## src/rtl/custom_float_to_int.sv

```systemverilog
// Iterative custom-float to signed integer converter.
// Truncates toward zero, saturates on overflow, flags discarded fraction bits.
module custom_float_to_int #(
  parameter int MANT_LEN = 23,
  parameter int INT_LEN  = 32
) (
  input  logic                  clk,
  input  logic                  rst_n,
  input  logic                  in_valid,
  output logic                  in_ready,
  input  logic [MANT_LEN+8:0]   in_data,
  output logic                  out_valid,
  input  logic                  out_ready,
  output logic [INT_LEN-1:0]    out_data,
  output logic                  out_ovf,
  output logic                  out_inexact
);

  localparam int CW = $clog2(MANT_LEN + 1) + 1;
  localparam logic signed [9:0] EMAX = 10'(INT_LEN - 1);
  localparam logic signed [9:0] MLEN = 10'(MANT_LEN);
  localparam logic [INT_LEN-1:0] MAXV = {1'b0, {(INT_LEN-1){1'b1}}};
  localparam logic [INT_LEN-1:0] MINV = {1'b1, {(INT_LEN-1){1'b0}}};

  typedef enum logic [1:0] {
    IDLE,
    SHIFT,
    SIGN,
    DONE
  } state_e;

  state_e state_q, state_d;

  logic [INT_LEN-1:0] mag_q, mag_d;
  logic [CW-1:0]      cnt_q, cnt_d;
  logic               dir_q, dir_d;
  logic               sign_q, sign_d;
  logic               ovf_q, ovf_d;
  logic               inex_q, inex_d;
  logic [INT_LEN-1:0] data_q, data_d;
  logic               fovf_q, fovf_d;
  logic               finex_q, finex_d;

  logic                sgn;
  logic [7:0]          ex;
  logic [MANT_LEN-1:0] man;
  logic signed [9:0]   e_s;
  logic signed [9:0]   sh_s;
  logic [9:0]          n_abs;

  assign sgn   = in_data[MANT_LEN+8];
  assign ex    = in_data[MANT_LEN+7:MANT_LEN];
  assign man   = in_data[MANT_LEN-1:0];
  assign e_s   = $signed({2'b00, ex}) - 10'sd127;
  assign sh_s  = e_s - MLEN;
  assign n_abs = sh_s[9] ? 10'(-sh_s) : 10'(sh_s);

  always_ff @(posedge clk or negedge rst_n) begin
    if (!rst_n) begin
      state_q <= IDLE;
      mag_q   <= '0;
      cnt_q   <= '0;
      dir_q   <= 1'b0;
      sign_q  <= 1'b0;
      ovf_q   <= 1'b0;
      inex_q  <= 1'b0;
      data_q  <= '0;
      fovf_q  <= 1'b0;
      finex_q <= 1'b0;
    end else begin
      state_q <= state_d;
      mag_q   <= mag_d;
      cnt_q   <= cnt_d;
      dir_q   <= dir_d;
      sign_q  <= sign_d;
      ovf_q   <= ovf_d;
      inex_q  <= inex_d;
      data_q  <= data_d;
      fovf_q  <= fovf_d;
      finex_q <= finex_d;
    end
  end

  always_comb begin
    state_d = state_q;
    mag_d   = mag_q;
    cnt_d   = cnt_q;
    dir_d   = dir_q;
    sign_d  = sign_q;
    ovf_d   = ovf_q;
    inex_d  = inex_q;
    data_d  = data_q;
    fovf_d  = fovf_q;
    finex_d = finex_q;
    unique case (state_q)
      IDLE: begin
        if (in_valid) begin
          sign_d  = sgn;
          ovf_d   = 1'b0;
          inex_d  = 1'b0;
          mag_d   = '0;
          cnt_d   = '0;
          dir_d   = 1'b0;
          state_d = SIGN;
          if (ex == 8'h00) begin
            inex_d = |man;
          end else if (ex == 8'hFF || e_s > EMAX ||
                       (e_s == EMAX && !(sgn && man == '0))) begin
            ovf_d = 1'b1;
          end else if (e_s == EMAX) begin
            mag_d = MINV;
          end else if (e_s[9]) begin
            inex_d = 1'b1;
          end else begin
            mag_d = INT_LEN'({1'b1, man});
            dir_d = !sh_s[9];
            cnt_d = CW'(n_abs);
            if (n_abs != '0) state_d = SHIFT;
          end
        end
      end
      SHIFT: begin
        if (dir_q) begin
          mag_d = mag_q << 1;
        end else begin
          mag_d  = mag_q >> 1;
          inex_d = inex_q | mag_q[0];
        end
        cnt_d = cnt_q - 1'b1;
        if (cnt_q == CW'(1)) state_d = SIGN;
      end
      SIGN: begin
        if (ovf_q) data_d = sign_q ? MINV : MAXV;
        else       data_d = sign_q ? -mag_q : mag_q;
        fovf_d  = ovf_q;
        finex_d = inex_q;
        state_d = DONE;
      end
      DONE: begin
        if (out_ready) state_d = IDLE;
      end
      default: state_d = IDLE;
    endcase
  end

  always_comb begin
    in_ready    = (state_q == IDLE);
    out_valid   = (state_q == DONE);
    out_data    = data_q;
    out_ovf     = fovf_q;
    out_inexact = finex_q;
  end

endmodule
```

## config.mk

```make
export PLATFORM = sky130hd
export DESIGN_NAME = custom_float_to_int
export DESIGN_NICKNAME = d
export VERILOG_FILES = /design/src/rtl/custom_float_to_int.sv
export SDC_FILE = /design/constraint.sdc
export NUM_CORES = 1
export LEC_CHECK = 0
export BUFFER_PORTS_ARGS = -buffer_cell sky130_fd_sc_hd__buf_2
export CORE_MARGIN = 4
export CORE_UTILIZATION = 55
export CTS_CLUSTER_SIZE = 30
export DETAILED_ROUTE_END_ITERATION = 10
export PLACE_DENSITY = 0.73
export SLEW_MARGIN = 20
export SYNTH_ARGS = -nofsm -noshare
export SYNTH_HDL_FRONTEND = slang
export SYNTH_SLANG_ARGS = --single-unit
```

## constraint.sdc

```tcl
create_clock -name clk -period 4.68 [get_ports clk]
set_clock_uncertainty 0.15 [all_clocks]
set_input_delay 0.936 -clock clk [delete_from_list [all_inputs] [get_ports clk]]
set_output_delay 0.936 -clock clk [all_outputs]
set_load 0.03 [all_outputs]
```

* Word level (Yosys, flattened, before mapping)
Cells that the tools add are included.
Widths: inputs -> output; s select.
** Cells by class
- Magnitude comparators :: 1
- Muxes and demuxes :: 39
- Reductions and logical operators :: 16
- Equal/unequal tests :: 10
- Add/sub/neg operators :: 5
- Bitwise logic cells :: 1
** Operator list (count)
- $mux 32 :: 8
- $pmux 32 s2 :: 1
- $neg 32->32 :: 1
- $mux 6 :: 5
- $mux 24 :: 1
- $logic_not 23->1 :: 1
- $reduce_or 23->1 :: 1
- $mux 2 :: 8
- $mux 1 :: 12
- $pmux 6 s2 :: 1
- $mux 10 :: 1
- $neg 10->10 :: 1
- $reduce_bool 10->1 :: 1
- $sub 9x6->10 const B :: 1
- $eq 9x6->1 const B :: 1
- $gt 9x6->1 const B :: 1
- $sub 8x7->9 const B :: 1
- $eq 8x8->1 const B :: 1
- $logic_not 8->1 :: 1
- $pmux 2 s4 :: 1
- $eq 6x1->1 const B :: 1
- $ne 2x2->1 const B :: 3
- $reduce_and 3->1 :: 2
- $sub 6x1->6 const B :: 1
- other kinds (11) :: 16
** Word-level totals
- Bits in registers :: 78
- Word-level logic and storage cells :: 82
- Input port bits :: 36
- Output and inout port bits :: 36

* Logic depth before layout (Yosys ltp)
Gate-level depths: netlist (run 1).
- Depth after elaboration :: 12
- Mapped depth :: 15
- Mapped depth without buffers :: 13

* Worst setup path after synthesis (run 1)
OpenSTA, ideal clock, no wires.
- Kind :: input -> register
- From :: input port in_data[23]
- To :: register state_q[1]
- Path slack :: 0.796 ns
- Library setup time :: 0.067 ns
- Data required time :: 4.463 ns
- Stages :: 14
- Path buffers :: 2
- Arrival time :: 3.667 ns
- Cell sequence :: buf_6 > inv_1 > ha_1 > nand2b_1 > nor3b_1 > o41a_1 > nor3_1 > inv_1 > ha_1 > clkbuf_1 > o311a_1 > nor2_1 > o41ai_1 > and3_1
** Between the ends
- Longest elaborated chain between the ends :: 12
- Elaborated cells between the ends (all ways) :: 19
- Those cells by class :: add/sub (3); order compare (1); eq/ne (2); mux (8); reduce/logical (5)
** Ends and longest elaborated chain
- start, declared :: RTL line 11 : input logic [MANT_LEN+8:0] in_data,
- $sub 8x7->9 :: RTL line 54 : assign e_s = $signed({2'b00, ex}) - 10'sd127;
- $sub 9x6->10 :: RTL line 55 : assign sh_s = e_s - MLEN;
- $neg 10->10 :: RTL line 56 : assign n_abs = sh_s[9] ? 10'(-sh_s) : 10'(sh_s);
- $mux 10 :: RTL line 56
- $reduce_bool 10->1 :: RTL line 118 : if (n_abs != '0) state_d = SHIFT;
- $mux 2 :: RTL line 118
- $mux 2 :: RTL line 112 : end else if (e_s[9]) begin
- $mux 2 :: RTL line 110 : end else if (e_s == EMAX) begin
- $mux 2 :: RTL line 107 : end else if (ex == 8'hFF || e_s > EMAX ||
- $mux 2 * :: RTL line 105 : if (ex == 8'h00) begin
- $mux 2 * :: RTL line 97 : if (in_valid) begin
- $pmux 2 s4 * :: RTL line 95 : unique case (state_q)
- end signal, assigned :: RTL line 71 : state_q <= state_d;
- end, declared :: RTL line 32 : state_e state_q, state_d;
Every way passes the cells marked *; elsewhere a longest branch is shown, timed or not. The select of a mux whose other input is x is not followed.
A chain may end at the register's enable or synchronous reset.

* Worst setup path after layout (run 1)
Same ends and word-level chain as after synthesis.

==> results by group, run 1 <==
Run status
  • Outcome: completed

Die
  • Chip height: 109.2 µm
  • Die X-Extent: 109.2 µm
  • Starting density of the core: 57.09%
  • Total die area: 11,920 µm²
  • Standard-cell rows: 36
  • Ports placed on the boundary: 72
  • Core footprint: 9864 µm²

Logic synthesis
  • Library cell with the largest summed area after synthesis: sky130_fd_sc_hd__dfrtp_1
  • Netlist Area Pre-Place: 5632 µm²
  • Leading post-synthesis cells by instance count: sky130_fd_sc_hd__dfrtp_1 (78), sky130_fd_sc_hd__nor2_1 (60), sky130_fd_sc_hd__nor3_1 (51)
  • Register bit total from synthesis: 78
  • Avg Synthesized Cell Area: 8.572 µm²
  • Ys flop type: sky130_fd_sc_hd__dfrtp_1
  • Top cell type's share of synthesized area: 34.66%
  • Warnings, synthesis: 0
  • Count of flip-flops with a built-in enable after synthesis: 0
  • Top post-synthesis cells by area: sky130_fd_sc_hd__dfrtp_1 (35%), sky130_fd_sc_hd__mux2i_1 (6.2%), sky130_fd_sc_hd__nor3_1 (4.5%)
  • Most common cell in the synthesized netlist: sky130_fd_sc_hd__dfrtp_1
  • Post-synthesis instance total: 657
  • Async SR Flop Fraction: 100.0%
  • Proportion of synthesized chip area in sequential cells: 34.66%
  • Yosys cell types: 71
  • Net count after synthesis: 704

Timing
  • Final hold slack: 0.3269 ns
  • Actual slew at the worst max-slew pin: 1.076 ns
  • Achievable clock frequency: 240.6 MHz
  • Final Setup Violations: 0
  • Post-route setup TNS: 0 ns
  • Final number of max-transition violations: 0
  • Hold violation count in the final report: 0
  • Setup slack after layout: 0.5232 ns
  • Final Critical Period: 4.157 ns
  • Portion of the clock cycle consumed by the worst path in the final layout: 88.82%
  • Unrepaired setup endpoints after global routing: no
  • Worst-case headroom to the max-slew limit: 28.27%

Layout
  • Footprint of the flip-flops and latches: 1952 µm²
  • Final Net Count: 735
  • Fill count: 864
  • P&R area growth vs syn: 8.554%
  • Area of all placed cells without fillers: 6113 µm²
  • Share of cells above drive strength 1: 16.91%
  • Fraction of the core area covered by cells at the end of the flow: 61.97%
  • Area occupied by multi-input gates: 3304 µm²
  • Inserted Diodes: 0
  • Final cell count without fillers: 825

CTS
  • Num CTS Buffers: 9
  • TritonCTS clock tree: yes
  • Post CTS Setup Buffer Count: 0
  • Clock Pin Slew Worst Setup and Hold Paths: 0.07 ns
  • Total number of H-tree levels: 3
  • CTS resizes: 0
  • Source-to-sink clock delay at the later pin of the worst-skew pair: 0.37 ns
  • Clock root buffer: sky130_fd_sc_hd__clkbuf_8
  • Clock tree sinks: 78
  • Hold-fix buffers at CTS: 0
  • Bufs on Longest Clock Path: 2

Routing
  • Number of DRC markers after the initial detailed-route iteration: 331
  • Length of the first detailed-routing pass in iterations: 6
  • # DRC: 0
  • Via/cell ratio: 6.296
  • Average wire per cell in the routed design: 18.11 µm
  • Antenna-violating nets left: 0
  • Total number of vias: 5,194
  • Final routed wirelength across all metal layers: 14,940 µm

Worst hold path
  • Worst Hold Class: reg -> reg

Placed design
  • Dpl cell area: 5939 µm²
  • Final weighted congestion in routability-driven placement: 0.9014
  • Post-placement worst setup slack: 0.2066 ns
  • Total of buffers placed on input and output ports: 71
  • Placed insts: 810
  • Detailed Place HPWL: 10,630 µm

Global routing
  • Global-route wire length before repair: 24,390 µm
  • Number of global-route vias before repair: 4,786
  • GRT Util Overall: 26.05%
  • Total congestion overflow after global routing: 0
  • Pin count of the biggest net entering global routing: 79
  • Antenna violations before repair: 0

Power and ir drop
  • Overall power of the completed layout: 4.426 mW
  • Worst IR Drop VDD: 507.9 µV
  • Cell leakage power: 2.576 nW
  • Power density relative to cell area: 724.0 nW/µm²

Setup path
  • Worst Path Arrival: 4.31 ns
  • Setup crit end kind: register
  • Critical path peak fanout: 12
  • Critical path class: in -> reg
  • Required @ worst endpoint: 4.83 ns
  • Sort of element at the start of the critical path: primary input

Flow run
  • Count of max-cap constraint violations: 0
==> sequential cells by signal (all words and copies together) (netlist names) <==
| signal | cells |
|---|---|
| state_q | 2 |
| sign_q | 1 |
| ovf_q | 1 |
| inex_q | 1 |
| out_ovf | 1 |
| mag_q | 32 |
| dir_q | 1 |
| out_inexact | 1 |
| cnt_q | 6 |
| out_data | 32 |
==> per-layer routing <==
layer / global-route usage [%] / wire [µm] / vias to the layer above
met5: 0 / 0 / -
met4: 7.480 / 237 / 0
met3: 5.743 / 973 / 20
met2: 41.14 / 7270 / 184
met1: 36.06 / 6460 / 2495
li1: - / - / 2495
==> placed cells by master (no fill, tap or decap), types with 12 or more instances in the layout <==
cell and n:
sky130_fd_sc_hd__nand3_1 12, sky130_fd_sc_hd__inv_1 33, sky130_fd_sc_hd__nand2_1 33, sky130_fd_sc_hd__buf_2 70
sky130_fd_sc_hd__nor2_1 59, sky130_fd_sc_hd__o221ai_1 15, sky130_fd_sc_hd__a221o_1 25, sky130_fd_sc_hd__dfrtp_1 78
sky130_fd_sc_hd__xnor2_1 12, sky130_fd_sc_hd__a21oi_1 42, sky130_fd_sc_hd__nor3_1 51, sky130_fd_sc_hd__mux2i_1 35
sky130_fd_sc_hd__o21ai_0 50
==> power by group <==
part	total (mW)	internal (mW)	switching, mW
Combinational	2.73	1.04	1.69
Sequential	1.23	0.936	0.296
Clock	0.459	0.219	0.240
Total	4.43	2.20	2.23
==> final cells by class <==
| cell class | count | share of cell area, % |
|---|---|---|
| inverters | 33 | 2.026 |
| clock inverters | 1 | 0.08187 |
| well taps | 133 | 2.722 |
| clock buffers | 14 | 2.661 |
| flip-flops and latches | 78 | 31.93 |
| repair buffers | 76 | 6.529 |
| multi-input cells | 490 | 54.05 |
==> final timing paths <==
| path | slack [ns] | to | depth (start not counted) | start |
|---|---|---|---|---|
| setup / recovery | 0.52 | state_q[1]$_DFFE_PN0P_ | 14 | in_data[23] |
| hold / removal | 0.33 | out_data[18]$_DFFE_PN0P_ | 1 | out_data[18]$_DFFE_PN0P_ |
| setup reg to reg | 1.33 | cnt_q[0]$_DFFE_PN0P_ | 7 | state_q[1]$_DFFE_PN0P_ |
| hold reg to reg | 0.33 | out_data[18]$_DFFE_PN0P_ | 1 | out_data[18]$_DFFE_PN0P_ |
| max in group asynchronous | 3.43 | out_data[13]$_DFFE_PN0P_ | 1 | rst_n |
| min in group asynchronous | 0.44 | mag_q[9]$_DFFE_PN0P_ | 1 | rst_n |
==> cells by family (layout without fill, tap and decap cells) <==
logic type / Yosys count / count (layout) / share of synthesized area (%)
simple gates: 223 / 223 / 21.33
compound gates: 193 / 193 / 23.68
buf+inv: 89 / 124 / 6.954
flops: 78 / 78 / 34.66
mux: 43 / 43 / 7.821
xor+xnor: 20 / 20 / 3.110
fa+ha+maj: 11 / 11 / 2.444
==> critical path: stages <==
cell and delay, ns:
sky130_fd_sc_hd__buf_2 0.19, sky130_fd_sc_hd__inv_1 0.10, sky130_fd_sc_hd__ha_1 0.34, sky130_fd_sc_hd__nand2b_1 0.23, sky130_fd_sc_hd__nor3b_1 0.11, sky130_fd_sc_hd__o41a_1 0.40
sky130_fd_sc_hd__nor3_1 0.35, sky130_fd_sc_hd__inv_1 0.09, sky130_fd_sc_hd__ha_1 0.47, sky130_fd_sc_hd__inv_1 0.13, sky130_fd_sc_hd__o21ai_0 0.16, sky130_fd_sc_hd__o21ai_0 0.11
sky130_fd_sc_hd__o41ai_1 0.47, sky130_fd_sc_hd__and3_1 0.21
No activity file was read; power rests on OpenSTA's default activity.
==> run 2: changes to the inputs <==
- GPL_TIMING_DRIVEN: unset -> 0
==> results by group, run 2 (synthesis results as in run 1) <==
Global routing
  • Antenna violations before repair: 0 (unchanged)
  • Global-route wire length before repair: 27,140 µm (was 24,390 µm)
  • GRT Util Overall: 29.07% (was 26.05%)
  • Number of global-route vias before repair: 5,316 (was 4,786)
  • Pin count of the biggest net entering global routing: 44 (was 79)
  • Total congestion overflow after global routing: 0 (unchanged)

CTS
  • Clock root buffer: sky130_fd_sc_hd__clkbuf_8 (unchanged)
  • Post CTS Setup Buffer Count: 0 (unchanged)
  • Source-to-sink clock delay at the later pin of the worst-skew pair: 0.36 ns (was 0.37 ns)
  • Bufs on Longest Clock Path: 2 (unchanged)
  • Num CTS Buffers: 9 (unchanged)
  • CTS resizes: 0 (unchanged)
  • Clock Pin Slew Worst Setup and Hold Paths: 0.08 ns (was 0.07 ns)
  • Hold-fix buffers at CTS: 0 (unchanged)
  • TritonCTS clock tree: yes (unchanged)
  • Clock tree sinks: 78 (unchanged)
  • Total number of H-tree levels: 3 (unchanged)

Die
  • Standard-cell rows: 36 (unchanged)
  • Chip height: 109.2 µm (unchanged)
  • Starting density of the core: 57.09% (unchanged)
  • Die X-Extent: 109.2 µm (unchanged)
  • Total die area: 11,920 µm² (unchanged)
  • Core footprint: 9864 µm² (unchanged)
  • Ports placed on the boundary: 72 (unchanged)

Power and ir drop
  • Power density relative to cell area: 730.1 nW/µm² (was 724.0 nW/µm²)
  • Combinational share of power: 64.7% (was 61.8%)
  • Share of power burned in the clock network: 10.9% (was 10.4%)
  • Sw Pwr: 2.367 mW (was 2.228 mW)
  • Fraction of power spent switching nets: 50.95% (was 50.33%)
  • Overall power of the completed layout: 4.645 mW (was 4.426 mW)
  • Worst IR Drop VDD: 373.4 µV (was 507.9 µV)
  • Portion of total power attributed to sequential cells: 24.4% (was 27.9%)
  • Internal: 2.278 mW (was 2.199 mW)
  • Cell leakage power: 2.693 nW (was 2.576 nW)

Timing
  • Worst-case headroom to the max-slew limit: 47.41% (was 28.27%)
  • Final number of max-transition violations: 0 (unchanged)
  • Unrepaired setup endpoints after global routing: no (unchanged)
  • Portion of the clock cycle consumed by the worst path in the final layout: 92.33% (was 88.82%)
  • Achievable clock frequency: 231.4 MHz (was 240.6 MHz)
  • Post-route setup TNS: 0 ns (unchanged)
  • Final Critical Period: 4.321 ns (was 4.157 ns)
  • Final Setup Violations: 0 (unchanged)
  • Setup slack after layout: 0.3590 ns (was 0.5232 ns)
  • Hold violation count in the final report: 0 (unchanged)
  • Actual slew at the worst max-slew pin: 0.7806 ns (was 1.076 ns)

Layout
  • Most frequent cells in the layout: sky130_fd_sc_hd__buf_2 (80), sky130_fd_sc_hd__dfrtp_1 (78), sky130_fd_sc_hd__nor2_1 (60), sky130_fd_sc_hd__nor3_1 (51), sky130_fd_sc_hd__o21ai_0 (50) (was sky130_fd_sc_hd__dfrtp_1 (78), sky130_fd_sc_hd__buf_2 (70), sky130_fd_sc_hd__nor2_1 (59), sky130_fd_sc_hd__nor3_1 (51), sky130_fd_sc_hd__o21ai_0 (50))
  • Fraction of the core area covered by cells at the end of the flow: 64.50% (was 61.97%)
  • P&R area growth vs syn: 12.97% (was 8.554%)
  • Commonest non-fill, non-tap cell in the layout: sky130_fd_sc_hd__buf_2 (was sky130_fd_sc_hd__dfrtp_1)
  • Share of cells above drive strength 1: 17.23% (was 16.91%)
  • Final cell count without fillers: 876 (was 825)
  • Inserted Diodes: 0 (unchanged)
  • Final Net Count: 787 (was 735)

Worst hold path
  • Startpoint of the most critical hold path: out_data[22]$_DFFE_PN0P_ (was out_data[18]$_DFFE_PN0P_)
  • Worst Hold Class: reg -> reg (unchanged)
  • Hold EP: out_data[22]$_DFFE_PN0P_ (was out_data[18]$_DFFE_PN0P_)
  • Worst hold path stage count: 1 (unchanged)

Routing
  • Final routed wirelength across all metal layers: 16,700 µm (was 14,940 µm)
  • Average wire per cell in the routed design: 19.06 µm (was 18.11 µm)
  • Via/cell ratio: 6.332 (was 6.296)
  • Number of DRC markers after the initial detailed-route iteration: 389 (was 331)
  • # DRC: 0 (unchanged)
  • Total number of vias: 5,547 (was 5,194)
  • Antenna-violating nets left: 0 (unchanged)
  • Length of the first detailed-routing pass in iterations: 7 (was 6)

Setup path
  • Worst Path Arrival: 4.46 ns (was 4.31 ns)
  • FF-to-FF End: out_data[26]$_DFFE_PN0P_ (was cnt_q[0]$_DFFE_PN0P_)
  • Required @ worst endpoint: 4.82 ns (was 4.83 ns)
  • Worst R2R Start: mag_q[0]$_DFFE_PN0P_ (was state_q[1]$_DFFE_PN0P_)
  • Critical path peak fanout: 10 (was 12)
  • Chain of cells forming the critical path: buf_2 -> buf_6 -> inv_1 -> ha_1 -> nand2b_1 -> nor3b_1 -> o41a_1 -> nor3_1 -> inv_1 -> ha_1 -> clkbuf_1 -> o41a_1 -> nor3_1 -> o41ai_1 -> and3_1 (was buf_2 -> inv_1 -> ha_1 -> nand2b_1 -> nor3b_1 -> o41a_1 -> nor3_1 -> inv_1 -> ha_1 -> inv_1 -> o21ai_0 -> o21ai_0 -> o41ai_1 -> and3_1)
  • Family with the most delay on the worst path: compound AO/OA/AOI/OAI gates (unchanged)
  • Critical path class: in -> reg (unchanged)
  • Critical path's largest stage delay: 0.42 ns (was 0.47 ns)
  • Register-to-Register Setup Slack: 1.68 ns (was 1.33 ns)
  • Sort of element at the start of the critical path: primary input (unchanged)
  • Worst R2R Path Depth: 9 (was 7)
  • Source of the critical timing path: in_data[23] (unchanged)
  • Number of buffer and inverter instances along the worst setup path: 5 (was 4)
  • Setup crit end kind: register (unchanged)
  • Cell type of the slowest stage on the worst timing path: sky130_fd_sc_hd__o41ai_1 (was sky130_fd_sc_hd__ha_1)

Placed design
  • Placed insts: 862 (was 810)
  • Detailed Place HPWL: 12,500 µm (was 10,630 µm)
  • Final weighted congestion in routability-driven placement: 0.9333 (was 0.9014)
  • Total of buffers placed on input and output ports: 71 (unchanged)
  • Post-placement worst setup slack: 0.06479 ns (was 0.2066 ns)

Run status
  • Outcome: completed (unchanged)

Flow run
  • Count of max-cap constraint violations: 0 (unchanged)
[run 2: routing by layer]
layer | vias up | GRT usage [%] | wire length, µm
met2 | 245 | 45.00 | 7610
met1 | 2678 | 40.19 | 7440
met4 | 0 | 10.24 | 400
met5 | - | 0 | 0
li1 | 2590 | - | -
met3 | 34 | 6.394 | 1246
[run 2: worst max-delay path by stage]
stage | endpoint | depth (start not counted)
2_1_floorplan | state_q[1]$_DFFE_PN0P_ | 14
3_3_place_gp | state_q[1]$_DFFE_PN0P_ | 15
3_5_place_dp | state_q[1]$_DFFE_PN0P_ | 15
4_1_cts | state_q[1]$_DFFE_PN0P_ | 15
5_1_grt | state_q[1]$_DFFE_PN0P_ | 15
6_report | state_q[1]$_DFFE_PN0P_ | 15
[run 2: layout make-up]
type / instances / area, µm²
Buffer: 56 / 267.8
Clock buffer: 10 / 137.6
Clock inverter: 4 / 48.80
Fill cell: 869 / 3502
Inverter: 33 / 123.9
Multi-Input combinational cell: 490 / 3288
Sequential cell: 78 / 1952
Tap cell: 133 / 166.4
Timing Repair Buffer: 72 / 377.9
[run 2: metrics by stage]
| step | cell area (µm²) | hold WS (ns) |
|---|---|---|
| 3_5_place_dp | 6176 | 0.3126 |
| 5_1_grt | 6362 | 0.3449 |
| 3_3_place_gp | 6153 | 0.3095 |
| 4_1_cts | 6362 | 0.3318 |
| 2_1_floorplan | 5632 | 0.3071 |
| 6_report | 6362 | 0.3246 |
[run 2: power by group through the flow]
stage          sequential (mW)  clock [mW]  combinational, mW
6_report                  1.14       0.505               3.01
5_1_grt                   1.17       0.543               3.28
4_1_cts                   1.13       0.515               2.96
3_5_place_dp              1.15           0               2.94
3_3_place_gp              1.14           0               2.90
2_1_floorplan             1.38           0               1.94
